<file path="src/rtl/act_dot_acc.sv">
// rtl/act_dot_acc.sv - 16-lane int8 dot product of activation beats against a weight FIFO, accumulated per group
// Optional ACT_DOT_ACC_SAT_EN: the accumulator saturates instead of wrapping at ACC_W bits.
module act_dot_acc #(
  parameter int LANES       = 16,
  parameter int DW          = 8,
  parameter int ACC_W       = 24,
  parameter int WFIFO_DEPTH = 4
) (
  input  logic                  clk,
  input  logic                  rst,
  input  logic [5:0]            cfg_words,
  input  logic                  cfg_vld,
  input  logic [LANES*DW-1:0]   in_act,
  input  logic                  in_act_vld,
  input  logic                  in_finish_row,
  input  logic [LANES*DW-1:0]   wgt_data,
  input  logic                  wgt_vld,
  output logic                  wgt_rdy,
  output logic [ACC_W-1:0]      out_psum,
  output logic                  out_psum_vld,
  output logic                  out_row_done,
  output logic [2:0]            err,
  input  logic                  err_clr
);
  localparam int BW = LANES * DW;
  localparam int PW = 2 * DW;
  localparam int SW = PW + $clog2(LANES);
  localparam int AW = $clog2(WFIFO_DEPTH);

  logic [BW-1:0]    r_fifo [WFIFO_DEPTH];
  logic [AW-1:0]    r_wr_ptr, r_rd_ptr;
  logic [AW:0]      r_count;
  logic [5:0]       r_cfg, r_word_cnt;
  logic [2:0]       r_err;
  logic [PW-1:0]    r_prod [LANES];
  logic             r_v1, r_first1, r_last1, r_rd1;
  logic [SW-1:0]    r_sum;
  logic             r_v2, r_first2, r_last2, r_rd2;
  logic [ACC_W-1:0] r_acc, r_out_psum;
  logic             r_out_vld, r_out_rd;

  logic             w_empty, w_push, w_pop;
  logic [BW-1:0]    w_wgt;
  logic [5:0]       w_cfg_new, w_cfg_eff, w_cnt_eff;
  logic             w_first, w_last_nat, w_last;
  logic [2:0]       w_err_new;
  logic [PW-1:0]    w_prod [LANES];
  logic [SW-1:0]    w_sum;
  logic [ACC_W-1:0] w_sum_ext, w_acc_add, w_acc_next;

  assign w_empty = (r_count == '0);
  assign wgt_rdy = (r_count != (AW+1)'(WFIFO_DEPTH));
  assign w_push  = wgt_vld & wgt_rdy;
  assign w_pop   = in_act_vld & ~w_empty;
  assign w_wgt   = w_empty ? '0 : r_fifo[r_rd_ptr];

  // A cfg_vld in the same cycle as a beat takes effect first, so that beat opens the new group.
  assign w_cfg_new  = (cfg_words == 6'd0) ? 6'd1 : cfg_words;
  assign w_cfg_eff  = cfg_vld ? w_cfg_new : r_cfg;
  assign w_cnt_eff  = cfg_vld ? 6'd0 : r_word_cnt;
  assign w_first    = (w_cnt_eff == 6'd0);
  assign w_last_nat = (w_cnt_eff == w_cfg_eff - 6'd1);
  assign w_last     = w_last_nat | in_finish_row;

  assign w_err_new[0] = in_act_vld & w_empty;
  assign w_err_new[1] = in_act_vld & in_finish_row & ~w_last_nat;
  assign w_err_new[2] = cfg_vld & (r_word_cnt != 6'd0);

  always_comb begin
    for (int i = 0; i < LANES; i++) begin
      w_prod[i] = {{DW{in_act[i*DW+DW-1]}}, in_act[i*DW +: DW]} *
                  {{DW{w_wgt[i*DW+DW-1]}}, w_wgt[i*DW +: DW]};
    end
  end

  always_comb begin
    w_sum = '0;
    for (int i = 0; i < LANES; i++) begin
      w_sum = w_sum + {{(SW-PW){r_prod[i][PW-1]}}, r_prod[i]};
    end
  end

  assign w_sum_ext = {{(ACC_W-SW){r_sum[SW-1]}}, r_sum};

`ifdef ACT_DOT_ACC_SAT_EN
  logic [ACC_W:0] w_wide;
  assign w_wide = {r_acc[ACC_W-1], r_acc} + {w_sum_ext[ACC_W-1], w_sum_ext};
  always_comb begin
    if (w_wide[ACC_W] != w_wide[ACC_W-1]) begin
      w_acc_add = w_wide[ACC_W] ? {1'b1, {(ACC_W-1){1'b0}}} : {1'b0, {(ACC_W-1){1'b1}}};
    end else begin
      w_acc_add = w_wide[ACC_W-1:0];
    end
  end
`else
  assign w_acc_add = r_acc + w_sum_ext;
`endif

  assign w_acc_next = r_first2 ? w_sum_ext : w_acc_add;

  always_ff @(posedge clk) begin
    if (w_push) r_fifo[r_wr_ptr] <= wgt_data;
  end

  // Datapath registers only; their contents are qualified by the valid bits below.
  always_ff @(posedge clk) begin
    if (in_act_vld) begin
      for (int i = 0; i < LANES; i++) r_prod[i] <= w_prod[i];
      r_first1 <= w_first;
      r_last1  <= w_last;
      r_rd1    <= in_finish_row;
    end
    if (r_v1) begin
      r_sum    <= w_sum;
      r_first2 <= r_first1;
      r_last2  <= r_last1;
      r_rd2    <= r_rd1;
    end
    if (r_v2) r_acc <= w_acc_next;
  end

  always_ff @(posedge clk) begin
    if (rst) begin
      r_wr_ptr   <= '0;
      r_rd_ptr   <= '0;
      r_count    <= '0;
      r_cfg      <= 6'd1;
      r_word_cnt <= 6'd0;
      r_v1       <= 1'b0;
      r_v2       <= 1'b0;
      r_out_psum <= '0;
      r_out_vld  <= 1'b0;
      r_out_rd   <= 1'b0;
      r_err      <= 3'b000;
    end else begin
      if (w_push) r_wr_ptr <= r_wr_ptr + 1'b1;
      if (w_pop)  r_rd_ptr <= r_rd_ptr + 1'b1;
      case ({w_push, w_pop})
        2'b10:   r_count <= r_count + 1'b1;
        2'b01:   r_count <= r_count - 1'b1;
        default: r_count <= r_count;
      endcase
      if (cfg_vld) r_cfg <= w_cfg_new;
      // Aborting via cfg_vld only zeroes the count; the next beat is tagged first and overwrites the accumulator.
      if (in_act_vld)   r_word_cnt <= w_last ? 6'd0 : w_cnt_eff + 6'd1;
      else if (cfg_vld) r_word_cnt <= 6'd0;
      r_v1      <= in_act_vld;
      r_v2      <= r_v1;
      r_out_vld <= r_v2 & r_last2;
      r_out_rd  <= r_v2 & r_last2 & r_rd2;
      if (r_v2 & r_last2) r_out_psum <= w_acc_next;
      r_err <= w_err_new | (err_clr ? 3'b000 : r_err);
    end
  end

  assign out_psum     = r_out_psum;
  assign out_psum_vld = r_out_vld;
  assign out_row_done = r_out_rd;
  assign err          = r_err;

endmodule
</file>
<file path="config.mk">
export PLATFORM = sky130hd
export DESIGN_NAME = act_dot_acc
export DESIGN_NICKNAME = d
export VERILOG_FILES = /design/src/rtl/act_dot_acc.sv
export SDC_FILE = /design/constraint.sdc
export NUM_CORES = 2
export LEC_CHECK = 0
export BUFFER_PORTS_ARGS = -buffer_cell sky130_fd_sc_hd__buf_2
export CAP_MARGIN = 20
export CORE_MARGIN = 1.5
export CORE_UTILIZATION = 45
export CTS_CLUSTER_DIAMETER = 120
export CTS_CLUSTER_SIZE = 24
export DETAILED_ROUTE_END_ITERATION = 16
export SYNTH_ARGS = -nofsm -noshare
export SYNTH_HDL_FRONTEND = slang
export SYNTH_SLANG_ARGS = --single-unit
</file>
<file path="constraint.sdc">
create_clock -name clk -period 6.45 [get_ports clk]
set_clock_uncertainty 0.1 [all_clocks]
set_input_delay 0.9675 -clock clk [delete_from_list [all_inputs] [get_ports clk]]
set_output_delay 0.9675 -clock clk [all_outputs]
set_load 0.03 [all_outputs]
</file>
==> metrics <==
final hold viol count=0; worst slew pin tran=1012 ps; Total Wirelength=191.2 mm; Final min period=6258 ps; Crit. End Element=flip-flop; DR WL/cell=20.80 um; crit path kind=reg2reg; Hold Startpoint=r_last1$_DFFE_PP_; share of cells above drive strength 1=10.16%; met3 Use GR=5.178%; cells after synthesis=6645; Yosys reg bits=870; post-synthesis instance area=77380 um2; fin nets=8812; Post-Layout Inst Area=83400 um2; GR Util All Layers=22.21%; Worst-Skew Late Latency=700 ps; Mapped Avg Cell Area=11.64 um2; final period utilization=97.02%; htree depth=2; CP required=6790 ps; RSZ-0062 raised after global routing=true; HPWL Detailed=156.6 mm; Multi-input gate area=45620 um2; first-pass GRT wire length=293.5 mm; register area share after synthesis=33.09%; FF+latch area=25610 um2; GR peak layer=met2; die span in x=417.7 um; worst setup path startpoint=r_prod[0][98]$_DFFE_PP_; Clock Path Buffers=3; P&R area growth vs syn=7.789%; cts bufs inserted=46; synth unique cells=71; Slowest cell on crit path=fa_1; most common cell after layout, fill and taps aside=inv_1; TritonCTS clock tree=yes; # DRC=0; router iterations before antenna repair=5; largest net degree at the start of global routing=90; Crit Path Max Fanout=3; core area=171200 um2; Worst path most repeated cell=fa_1; GP Congestion=0.9245; Reg2Reg Depth=19; total grt overflow=0; DRT antenna net count=0; CTS Hold Bufs=0; Final setup viols=0; # Max-Cap Violations=0; initial core utilization=45.21%; Hold WC Path Type=reg2reg; number of synthesized flops with an enable pin=818; worst reg2reg startpoint=r_prod[0][98]$_DFFE_PP_; syn_nets=8548; commonest cells after routing, fill and taps aside=inv_1, fa_1, edfxtp_1; Crit path max-delay family=adder cells; initial antenna violation count=81; DIE AREA=174400 um2; Slew Viols, Final=0; row count=152; hold slack=331.1 ps; Placed Instance Area=81860 um2; Startpoint Class=flip-flop; worst path bufs/invs=2; grt met1 use=30.57%; GR Util met2=35.07%; Slew HR=32.56%; Crit path largest cell delay=600 ps; IO buf count=298; Ports=299; vias in the first global route=49740; Max Clock Freq=159.8 MHz; worst hold path stage count=0; top_reg_cell synth=edfxtp_1; crit-path cells=fa_1 > fa_1 > fa_1 > fa_1 > fa_1 > inv_1 > fa_1 > inv_1 > ha_1 > fa_2 > a21o_1 > a21o_1 > a2111oi_4 > o31ai_4 > o41ai_4 > o21ai_2 > o21a_1 > nor2_2 > xnor2_1; Fillers=15460; clock root cell=clkbuf_16; CTS clk-pin slew, worst paths=100 ps; FFs w/ async S/R, synth=0%; critical path arrival=6600 ps; 1st-iter DRT viols=3571; Clock Sinks=870; vias per cell=5.217; Die Span Y=417.7 um; CP Depth=19; Synth warnings=0; Vias=47950; status=completed
[layout make-up]
type                       count  share of cell area, %
antenna                       30                0.09001
clock buffer                  51                  1.415
clock inverter                15                 0.2175
inverter                    1493                  6.719
multi-input combinational   4125                  54.69
sequential                   870                  30.71
tap                         2233                  3.350
timing repair buffer         373                  2.808
[worst paths after layout]
path	to	slack, ps
max reg2reg	r_sum[18]$_DFFE_PP_	190
min reg2reg	r_last2$_DFFE_PP_	330
min	r_last2$_DFFE_PP_	330
max	r_sum[18]$_DFFE_PP_	190
[state kept, by name, indices dropped and copies added (netlist names), 2 cells and up, named ones only]
| signal | count |
|---|---|
| r_rd_ptr | 2 |
| err | 3 |
| r_word_cnt | 6 |
| r_prod | 256 |
| r_count | 3 |
| r_cfg | 6 |
| r_sum | 20 |
| r_wr_ptr | 2 |
| r_acc | 24 |
| out_psum | 24 |
| r_fifo | 512 |
[metal layers]
metal  up-vias  share of wire (%)
met5         -               0.18
met4        58                3.0
met3       287                7.9
met2      1244                 46
met1     24280                 43
li1      22070                  -
[worst register-to-register path, stage by stage, from the launching register on]
cell	delay, ps
edfxtp_1	410
fa_1	580
fa_1	450
fa_1	600
fa_1	460
fa_1	500
inv_1	50
fa_1	480
inv_1	40
ha_1	210
fa_2	390
a21o_1	190
a21o_1	210
a2111oi_4	430
o31ai_4	110
o41ai_4	360
o21ai_2	100
o21a_1	180
nor2_2	80
xnor2_1	70
[synth_stat cells, types with 21 or more instances]
| master | number | area (um2) |
|---|---|---|
| a21boi_1 | 27 | 202.7 |
| a21o_1 | 29 | 217.7 |
| a21oi_1 | 93 | 465.5 |
| and2_1 | 87 | 544.3 |
| and3_1 | 575 | 3597 |
| clkbuf_1 | 130 | 488.0 |
| dfxtp_1 | 52 | 1041 |
| edfxtp_1 | 818 | 24560 |
| fa_1 | 1114 | 22300 |
| ha_1 | 520 | 6506 |
| inv_1 | 1492 | 5600 |
| mux4_2 | 128 | 2883 |
| nand2_1 | 464 | 1742 |
| nand3_1 | 79 | 395.4 |
| nor2_1 | 200 | 750.7 |
| nor2b_1 | 44 | 275.3 |
| nor3_1 | 47 | 235.2 |
| o21a_1 | 21 | 157.7 |
| o21ai_0 | 79 | 395.4 |
| o21ai_1 | 50 | 250.2 |
| or2_2 | 116 | 725.7 |
| xnor2_1 | 240 | 2102 |
| xor2_1 | 24 | 210.2 |
[cell families (layout without fill, tap and decap cells)]
family / after synthesis / in the layout / synth area share, %
flops: 870 / 870 / 33.09
other cells: 0 / 30 / 0
buf+inv: 1650 / 1932 / 8.038
fa+ha+maj: 1634 / 1634 / 37.23
xor+xnor: 265 / 265 / 3.017
mux: 141 / 141 / 3.897
simple gates: 1662 / 1662 / 11.12
compound gates: 423 / 423 / 3.611
[stage by stage]
step	setup slack (ps)	TNS, ps	util, %	instances
2_1_floorplan	389.1	0	-	6645
3_3_place_gp	96.57	0	47.82	9088
3_5_place_dp	96.63	0	47.82	9088
4_1_cts	33.49	0	48.62	9154
5_1_grt	-11.11	-11.11	48.71	9176
6_report	192.0	0	48.73	9190
[timing repair]
item	CTS	global route
gates resized for setup	0	12
hold endpoints to repair	0	0
buffers inserted	0	5
setup endpoints to repair	0	9
Power is left out: the tool's default activity adds up to more than one toggle a clock period on the data nets, which glitch-free logic cannot reach.
